<file path="src/rtl/scaler_h_ctrl_pkg.sv">
// Shared types and constants for the horizontal scaler configuration controller.
package scaler_h_ctrl_pkg;

  typedef enum logic [1:0] {
    IDLE  = 2'd0,
    DIV   = 2'd1,
    CHECK = 2'd2,
    ARMED = 2'd3
  } ctrl_state_e;

  localparam int ERR_INVALID = 0;
  localparam int ERR_LATE    = 1;
  localparam int ERR_DROP    = 2;

  function automatic int calc_frac(input int pixel_step);
    return $clog2(pixel_step);
  endfunction

endpackage

</file>
<file path="src/rtl/scaler_h_ctrl_div.sv">
// Sequential restoring divider: one quotient bit per cycle, MSB first.
// start loads the operands; done is high in the cycle whose edge produces the last bit.
module scaler_h_ctrl_div
  import scaler_h_ctrl_pkg::*;
#(
  parameter int DVD_W = 25,
  parameter int DVS_W = 13
) (
  input  logic             clk,
  input  logic             rst_n,
  input  logic             start,
  input  logic [DVD_W-1:0] dividend,
  input  logic [DVS_W-1:0] divisor,
  output logic             busy,
  output logic             done,
  output logic [DVD_W-1:0] quotient
);

  localparam int CNT_W = $clog2(DVD_W + 1);
  localparam logic [CNT_W-1:0] LAST = CNT_W'(DVD_W - 1);

  logic [DVS_W-1:0] rem;
  logic [DVS_W-1:0] dvs;
  logic [DVD_W-1:0] shreg;
  logic [CNT_W-1:0] cnt;
  logic [DVS_W:0]   trial;
  logic [DVS_W-1:0] diff;
  logic             take;

  // The remainder stays below the divisor, so the low DVS_W bits of the
  // subtraction are exact whenever the subtraction is taken.
  always_comb begin
    trial = {rem, shreg[DVD_W-1]};
    take  = (trial >= {1'b0, dvs});
    diff  = trial[DVS_W-1:0] - dvs;
  end

  always_ff @(posedge clk or negedge rst_n) begin
    if (!rst_n) begin
      rem   <= '0;
      dvs   <= '0;
      shreg <= '0;
      cnt   <= '0;
      busy  <= 1'b0;
    end else if (start) begin
      rem   <= '0;
      dvs   <= divisor;
      shreg <= dividend;
      cnt   <= '0;
      busy  <= 1'b1;
    end else if (busy) begin
      shreg <= {shreg[DVD_W-2:0], take};
      rem   <= take ? diff : trial[DVS_W-1:0];
      cnt   <= cnt + 1'b1;
      if (cnt == LAST) busy <= 1'b0;
    end
  end

  assign done     = busy && (cnt == LAST);
  assign quotient = shreg;

endmodule

</file>
<file path="src/rtl/scaler_h_ctrl.sv">
// Frame-synchronous scale-step controller: divides in_w*PIXEL_STEP by out_w and commits at vs fall.
// Optional line-width measurement is built when SCALER_H_CTRL_MEASURE_EN is defined.
module scaler_h_ctrl
  import scaler_h_ctrl_pkg::*;
#(
  parameter int PIXEL_STEP    = 4096,
  parameter int STEP_WIDTH    = 16,
  parameter int LINE_SIZE_MAX = 4096,
  parameter int W_WIDTH       = $clog2(LINE_SIZE_MAX) + 1
) (
  input  logic                  clk,
  input  logic                  rst_n,
  input  logic [W_WIDTH-1:0]    cfg_in_w_i,
  input  logic [W_WIDTH-1:0]    cfg_out_w_i,
  input  logic                  cfg_wr_i,
  output logic                  cfg_busy_o,
  input  logic                  vs_i,
  input  logic                  hs_i,
  input  logic                  de_i,
  output logic [STEP_WIDTH-1:0] scale_step_o,
  output logic                  bypass_o,
  output logic                  commit_o,
  output logic [2:0]            err_o,
`ifdef SCALER_H_CTRL_MEASURE_EN
  output logic [W_WIDTH-1:0]    meas_w_o,
`endif
  output ctrl_state_e           dbg_state
);

  localparam int FRAC  = calc_frac(PIXEL_STEP);
  localparam int DVD_W = W_WIDTH + FRAC;
  localparam logic [STEP_WIDTH-1:0] UNITY = STEP_WIDTH'(PIXEL_STEP);

  ctrl_state_e            state;
  logic                   vs_d;
  logic                   frame_start;
  logic [W_WIDTH-1:0]     in_w_q;
  logic [W_WIDTH-1:0]     out_w_q;
  logic [STEP_WIDTH-1:0]  pend_step;
  logic                   pend_bypass;
  logic                   wr_idle;
  logic                   wr_invalid;
  logic                   div_start;
  logic                   div_busy;
  logic                   div_done;
  logic [DVD_W-1:0]       div_quot;
  logic                   quot_sat;
  logic                   meas_mismatch;

  // Falling edge of vs, judged against the previous cycle's sampled value.
  assign frame_start = vs_d && !vs_i;
  assign wr_idle     = (state == IDLE) || (state == ARMED);
  assign wr_invalid  = (cfg_out_w_i == '0);
  assign div_start   = cfg_wr_i && wr_idle && !wr_invalid;
  assign quot_sat    = |div_quot[DVD_W-1:STEP_WIDTH];
  assign cfg_busy_o  = div_busy || (state == CHECK);
  assign dbg_state   = state;

  scaler_h_ctrl_div #(
    .DVD_W (DVD_W),
    .DVS_W (W_WIDTH)
  ) u_div (
    .clk      (clk),
    .rst_n    (rst_n),
    .start    (div_start),
    .dividend ({cfg_in_w_i, {FRAC{1'b0}}}),
    .divisor  (cfg_out_w_i),
    .busy     (div_busy),
    .done     (div_done),
    .quotient (div_quot)
  );

`ifdef SCALER_H_CTRL_MEASURE_EN
  logic               hs_d;
  logic               hs_rise;
  logic               vs_rise;
  logic [W_WIDTH-1:0] pix_cnt;
  logic [W_WIDTH-1:0] last_line;
  logic [W_WIDTH-1:0] line_now;
  logic [W_WIDTH-1:0] pend_in_w;
  logic [W_WIDTH-1:0] committed_in_w;

  assign hs_rise  = hs_i && !hs_d;
  assign vs_rise  = vs_i && !vs_d;
  assign line_now = hs_rise ? pix_cnt : last_line;
  // A zero committed width means nothing has been committed since reset.
  assign meas_mismatch = vs_rise && (committed_in_w != '0) && (line_now != committed_in_w);

  always_ff @(posedge clk or negedge rst_n) begin
    if (!rst_n) begin
      hs_d      <= 1'b1;
      pix_cnt   <= '0;
      last_line <= '0;
      meas_w_o  <= '0;
    end else begin
      hs_d <= hs_i;
      if (hs_rise) begin
        last_line <= pix_cnt;
        pix_cnt   <= '0;
      end else if (!hs_i && de_i) begin
        pix_cnt <= pix_cnt + 1'b1;
      end
      if (vs_rise) meas_w_o <= line_now;
    end
  end
`else
  logic unused_stream;
  assign unused_stream = &{1'b0, hs_i, de_i};
  assign meas_mismatch = 1'b0;
`endif

  always_ff @(posedge clk or negedge rst_n) begin
    if (!rst_n) begin
      state        <= IDLE;
      vs_d         <= 1'b1;
      in_w_q       <= '0;
      out_w_q      <= '0;
      pend_step    <= UNITY;
      pend_bypass  <= 1'b1;
      scale_step_o <= UNITY;
      bypass_o     <= 1'b1;
      commit_o     <= 1'b0;
      err_o        <= '0;
`ifdef SCALER_H_CTRL_MEASURE_EN
      pend_in_w      <= '0;
      committed_in_w <= '0;
`endif
    end else begin
      vs_d     <= vs_i;
      commit_o <= 1'b0;
      case (state)
        IDLE, ARMED: begin
          // A commit and a write in the same cycle: the old pending value
          // lands first, then the write starts a fresh divide.
          if (frame_start && (state == ARMED)) begin
            scale_step_o <= pend_step;
            bypass_o     <= pend_bypass;
            commit_o     <= 1'b1;
            state        <= IDLE;
`ifdef SCALER_H_CTRL_MEASURE_EN
            committed_in_w <= pend_in_w;
`endif
          end
          if (cfg_wr_i) begin
            in_w_q  <= cfg_in_w_i;
            out_w_q <= cfg_out_w_i;
            err_o   <= '0;
            if (wr_invalid) err_o[ERR_INVALID] <= 1'b1;
            else            state <= DIV;
          end
        end
        DIV: begin
          if (div_done) state <= CHECK;
        end
        CHECK: begin
          if (quot_sat) begin
            pend_step          <= '1;
            err_o[ERR_INVALID] <= 1'b1;
          end else begin
            pend_step <= div_quot[STEP_WIDTH-1:0];
          end
          pend_bypass <= (in_w_q == out_w_q);
`ifdef SCALER_H_CTRL_MEASURE_EN
          pend_in_w <= in_w_q;
`endif
          state <= ARMED;
        end
        default: state <= IDLE;
      endcase
      if (cfg_busy_o && cfg_wr_i)    err_o[ERR_DROP] <= 1'b1;
      if (cfg_busy_o && frame_start) err_o[ERR_LATE] <= 1'b1;
      if (meas_mismatch)             err_o[ERR_DROP] <= 1'b1;
    end
  end

endmodule
</file>
<file path="config.mk">
export PLATFORM = sky130hd
export DESIGN_NAME = scaler_h_ctrl
export DESIGN_NICKNAME = d
export VERILOG_FILES = /design/src/rtl/scaler_h_ctrl_pkg.sv /design/src/rtl/scaler_h_ctrl_div.sv /design/src/rtl/scaler_h_ctrl.sv
export SDC_FILE = /design/constraint.sdc
export NUM_CORES = 1
export LEC_CHECK = 0
export ABC_AREA = 0
export CORE_ASPECT_RATIO = 0.5
export CORE_MARGIN = 8
export CORE_UTILIZATION = 45
export CTS_CLUSTER_DIAMETER = 80
export DETAILED_ROUTE_END_ITERATION = 6
export PLACE_DENSITY = 0.65
export REMOVE_ABC_BUFFERS = 1
export SYNTH_ARGS = -nofsm -noshare
export SYNTH_HDL_FRONTEND = slang
export SYNTH_SLANG_ARGS = --single-unit
</file>
<file path="constraint.sdc">
create_clock -name clk -period 4.34 [get_ports clk]
set_clock_uncertainty 0.15 [all_clocks]
set_input_delay 0.434 -clock clk [delete_from_list [all_inputs] [get_ports clk]]
set_output_delay 0.434 -clock clk [all_outputs]
set_load 0.1 [all_outputs]
</file>
After elaboration in Yosys (flattened, before gate mapping)
Index checks and enable logic that the tools add are counted.
Widths: inputs -> output; s select.
{ "totals": {"out_inout_bits": 24, "word_cells": 79, "ff_bits": 124} }
{ "op_classes": {"n_lt_le_gt_ge": 1, "muxes": 25, "reduce_logical": 26, "eq_ne": 8, "addsub": 2} }
{ "op_table": {"columns": ["cell", "n"], "rows": [
  ["$mux 25", 2],
  ["$mux 13", 3],
  ["$mux 16", 1],
  ["$ge 14x13->1", 1],
  ["$eq 13x13->1", 1],
  ["$logic_not 13->1", 1],
  ["$sub 13x13->13", 1],
  ["$reduce_bool 2->1", 6],
  ["$mux 2", 5],
  ["$mux 5", 2],
  ["$mux 1", 9],
  ["$reduce_or 9->1", 1],
  ["$reduce_and 2->1", 4],
  ["$logic_and 1x1->1", 7],
  ["$ne 2x2->1 const B", 3],
  ["$pmux 2 s3", 1],
  ["$add 5x1->5 const B", 1],
  ["$eq 5x5->1 const B", 1],
  ["$eq 2x2->1 const B", 2],
  ["$mux 3", 1],
  ["$reduce_and 3->1", 1],
  ["$eq 2x1->1 const B", 1],
  ["$logic_not 1->1", 2],
  ["$logic_not 2->1", 1],
  ["3 further kinds", 4]
]} }

Longest topological paths before layout
{ "logic_depth": {"depth_word": 7, "ltp_mapped": 11, "depth_no_buf": 10} }

Cells and area by module
From an unflattened synthesis, not the netlist that was laid out.
{ "unflattened": {"cells_unflattened": 531, "area_unflattened_um2": 5999.5} }
{ "modules_own_cells": {"columns": ["mod", "cells_each", "n_inst", "seq_area_each_um2", "area_per_inst_um2"], "rows": [
  ["scaler_h_ctrl_div", 342, 1, 1426.4, 3189.3],
  ["scaler_h_ctrl", 189, 1, 1682.9, 2810.2]
]} }

Worst setup path before layout
No wires, ideal clock.
{ "synth_timing": {"path_type": "register to register", "from": "register state[0], in the netlist dbg_state[0]", "to": "register u_div.dvs[10]", "slack_ps": 1471, "path_stages_with_launch": 10, "t_arrival_ps": 2593, "period_less_slack_ps": 2869, "path_cell_list": "dfrtp_1 -> inv_1 -> ha_1 -> clkbuf_1 -> and2_1 -> buf_2 -> and2_0 -> clkbuf_1 -> buf_2 -> o21ai_0"} }
{ "synth_between": {"elab_chain_cells": 4, "word_cells_on_any_way": 5} }
{ "synth_rtl": {"columns": ["element", "line_no", "rtl"], "rows": [
  ["start: declaration", "scaler_h_ctrl.sv:34", "ctrl_state_e state;"],
  ["start signal: assignment", "scaler_h_ctrl.sv:114", "state <= IDLE;"],
  ["start signal: assignment", "scaler_h_ctrl.sv:139", "state <= IDLE;"],
  ["start signal: assignment", "scaler_h_ctrl.sv:149", "else state <= DIV;"],
  ["$eq 2x2->1 or $logic_not 2->1 (tied branches)", "scaler_h_ctrl.sv:52", "assign wr_idle = (state == IDLE) || (state == ARMED);"],
  ["$logic_or 1x1->1 (*)", "scaler_h_ctrl.sv:52", null],
  ["$logic_and 1x1->1 (*) (2 in a row)", "scaler_h_ctrl.sv:54", "assign div_start = cfg_wr_i && wr_idle && !wr_invalid;"],
  ["end signal: assignment", "scaler_h_ctrl_div.sv:47", "dvs <= divisor;"],
  ["end: declaration", "scaler_h_ctrl_div.sv:23", "logic [DVS_W-1:0] dvs;"]
]} }
Every way passes the cells marked *; elsewhere a longest branch is shown, timed or not.
A chain may end at the register's enable or synchronous reset.

Final worst setup path
{ "layout_timing": {"from": "register u_div.shreg[24], in the netlist u_div.quotient[24]", "to": "register u_div.rem[8]"} }
{ "layout_between": {"elab_chain_cells": 4, "word_cells_on_any_way": 5} }
{ "layout_rtl": {"columns": ["element", "line_no", "rtl"], "rows": [
  ["start: declaration", "scaler_h_ctrl_div.sv:24", "logic [DVD_W-1:0] shreg;"],
  ["start signal: assignment", "scaler_h_ctrl_div.sv:48", "shreg <= dividend;"],
  ["start signal: assignment", "scaler_h_ctrl_div.sv:52", "shreg <= {shreg[DVD_W-2:0], take};"],
  ["$sub 13x13->13 or $ge 14x13->1 (tied branches)", "scaler_h_ctrl_div.sv:35, scaler_h_ctrl_div.sv:34", null],
  ["$mux 13 (*)", "scaler_h_ctrl_div.sv:53", "rem <= take ? diff : trial[DVS_W-1:0];"],
  ["$mux 13 (*)", "scaler_h_ctrl_div.sv:51", "end else if (busy) begin"],
  ["$mux 13 (*)", "scaler_h_ctrl_div.sv:45", "end else if (start) begin"],
  ["end signal: assignment", "scaler_h_ctrl_div.sv:53", null],
  ["end: declaration", "scaler_h_ctrl_div.sv:22", "logic [DVS_W-1:0] rem;"]
]} }
Every way passes the cells marked *; elsewhere a longest branch is shown, timed or not. The select of a mux whose other input is x is not followed.

==> reports/qor.yml <==
critical_path:
  crit_cells: 11
  timing.rr.end: "u_div.rem[8]"
  path_buf_inv: 3
  cp_top_family: "compound AO/OA/AOI/OAI gates"
  regToRegSetupSlack_ns: 1.04
  cp-start-kind: "register"
  cp.required_ns: 4.44
  crit_path_max_incr_delay_ns: 0.55
  path_class: "reg2reg"
  timing.rr.start: "u_div.quotient[24]"
  cp_cell_sequence: "inv_1, ha_1, inv_1, fa_1, a21o_1, a221oi_4, o21ai_4, o22ai_2, buf_4, mux2i_1, a211oi_2"
  cp-end-kind: "register"
  cp_slowest_cell: "o22ai_2"
  cp_max_fo: 14
  cp.arrival_ns: 3.40
  r2r_cells: 11
  crit_top_cell: "inv_1"
  cp-startpoint: "u_div.quotient[24]"
route:
  drc: 0
  ant_nets: 0
  viasPerCell: 5.27
  dr.pass1.iters: 4
  wl_um: 12700
  wire_per_inst_um: 15.9
  vias: 4207
  drtIter0Drc: 259
synthesis:
  synthesis.area_mm2: 0.00587
  synth_top_cell_area_share_pct: 50.7
  synthMuxAreaShare_pct: 8.57
  ys_ff_latch: 124
  synth_compound_area_share_pct: 12.3
  synth-edff-count: 0
  synth.most_common_cell: "dfrtp_1"
  yosys.area.top_type: "dfrtp_1"
  synth_top_family_by_area: "simple AND/OR/NAND/NOR gates"
  ys.flop_type: "dfrtp_1"
  synth_cells: 563
  synthAdderAreaFrac_pct: 4.18
  synth-simple-area-share_pct: 14.6
  synth_area_leaders: "dfrtp_1 (51%), nand2_1 (7.0%), mux2i_1 (5.1%)"
  synthTopCellsByCount: "dfrtp_1 (119), nand2_1 (110), o21ai_0 (41)"
  synth-xor-area-share_pct: 3.73
  ys_async_sr_fraction_pct: 100
  syn_area_per_cell_um2: 10.4
  synth.distinct_cells: 59
  ys_warn_count: 0
  ys_seq_area_share_pct: 53.0
placed_design:
  globalplace.congestion: 0.802
  io_buffers: 53
  post-dp-hpwl_um: 8480
  placed_area_mm2: 0.00654
cells_and_area:
  synthToLayoutAreaGrowth_pct: 21.5
  fill_cells: 1089
  antenna_cells: 0
  fin_util_pct: 56.2
  drive_gt1_share_pct: 12.9
  fin_area_mm2: 0.00714
  final_nets: 666
floorplan:
  start_util_pct: 46.2
  die_w_um: 178
  rows: 29
  io_pins: 56
  die_y_um: 96.8
  die_area_mm2: 0.0172
  core-area_mm2: 0.0127
clock_tree:
  clock_sinks: 124
  clock_insertion_delay_worst_skew_ns: 0.41
  htreeDepth: 4
  holdBufCountCts: 0
  cts_setup_buffers: 0
  cts_inserted_buffers: 17
  clk_path_buf_depth: 2
  clockRootBuffer: "clkbuf_16"
  cts_tree: "built"
  cts.clk_slew.worst_paths_ns: 0.06
  cts.repair.resized: 0
global_route:
  grt-ovfl-total: 0
  global_route.usage.met2_pct: 23.4
  grt.busiest_layer: "met2"
  grt_pass1_vias: 4127
  grtUsageTotal_pct: 15.0
  use_met3_pct: 3.14
  grt_antenna_before_repair: 0
  gr-usage-met1_pct: 20.4
  grt_max_degree: 80
  grt_pass1_wl_um: 20900
sta:
  rsz0062_at_grt: "false"
  clock.fmax_mhz: 303
  tightest_slew_ns: 1.02
  fin_crit_sh_pct: 76.0
  setup_viol: 0
  slew_violations: 0
  min_period_ns: 3.30
  hold_viol: 0
  setup_tns_ns: 0
  slew_headroom_pct: 32.1
worst_hold_path:
  min_path_type: "in2async"
power_and_ir_drop:
  switchingPower_mw: 2.79
  peakVddDrop_mv: 0.428
  power_frac_clock_pct: 22.0
  power.density_mw_per_mm2: 903
  power.internal_mw: 3.65
  pwr-share-seq_pct: 29.8
  p_leak_nw: 3.31
  netSwitchingFraction_pct: 43.3
  pwr-share-comb_pct: 48.2
  p_total_mw: 6.44
outcome:
  status: "completed"
flow_run:
  max-cap-violations: 0
## power by group through the flow
stage / logic (mW) / clock network [mW] / registers (mW)
CTS: 3.13 / 1.44 / 1.92
floorplan: 1.85 / 0 / 2.44
global placement: 3.05 / 0 / 1.92
global route: 3.41 / 1.49 / 1.98
detailed placement: 3.11 / 0 / 1.93
finish: 3.11 / 1.42 / 1.92
## how the worst max path moves through the flow
stage | to | slack [ns]
floorplan | u_div.rem[2] | 0.16
global placement | u_div.rem[8] | 1.12
detailed placement | u_div.rem[8] | 1.05
CTS | u_div.rem[8] | 1.02
global route | u_div.rem[8] | 0.83
finish | u_div.rem[8] | 1.04
## cell usage in the layout, fill, tap and decap left out, types with 17 or more instances in the layout
cell,count
mux2_2,18
clkbuf_16,17
ha_1,18
o21ai_0,41
mux2i_1,30
dfrtp_1,118
nand2_1,110
inv_1,25
clkdlybuf4s50_1,51
nor2_1,30
## per-layer routing
metal	part of all wire, %	up-vias
met4	0.95	0
met1	48	2050
met2	46	76
li1	-	2072
met3	4.8	9
met5	0	-
## cells by family after synthesis
logic type / Yosys count
and+or+nand+nor: 191
DFF: 124
AOI/OAI and AO/OA: 104
buffers and inverters: 52
muxes: 48
xor gates and xnor gates: 25
adders and majority gates: 19
## per-stage QoR
step	hold WS, ns	std cells	setup slack (ns)
final	0.0227	798	1.04
after global routing	0.113	798	0.830
after CTS	0.0811	798	1.02
after detailed placement	0.328	766	1.05
after global placement	0.327	766	1.12
after floorplan	-0.0116	537	0.156
## registers in the layout (all words and copies together) (netlist names), 2 cells and up
signal,count
pend_step,16
out_w_q,13
u_div.quotient,25
dbg_state,2
scale_step_o,16
err_o,3
u_div.rem,13
in_w_q,13
u_div.dvs,13
u_div.cnt,5
## cell type report
| class | count | area, um^2 | area share (%) |
|---|---|---|---|
| Timing Repair Buffer | 59 | 571 | 8.00 |
| Clock buffer | 18 | 439 | 6.15 |
| Tap cell | 170 | 213 | 2.98 |
| Clock inverter | 14 | 158 | 2.21 |
| Sequential cell | 124 | 3110 | 43.6 |
| Inverter | 26 | 97.6 | 1.37 |
| Multi-Input combinational cell | 387 | 2550 | 35.7 |
No activity file was read; power rests on OpenSTA's default activity.
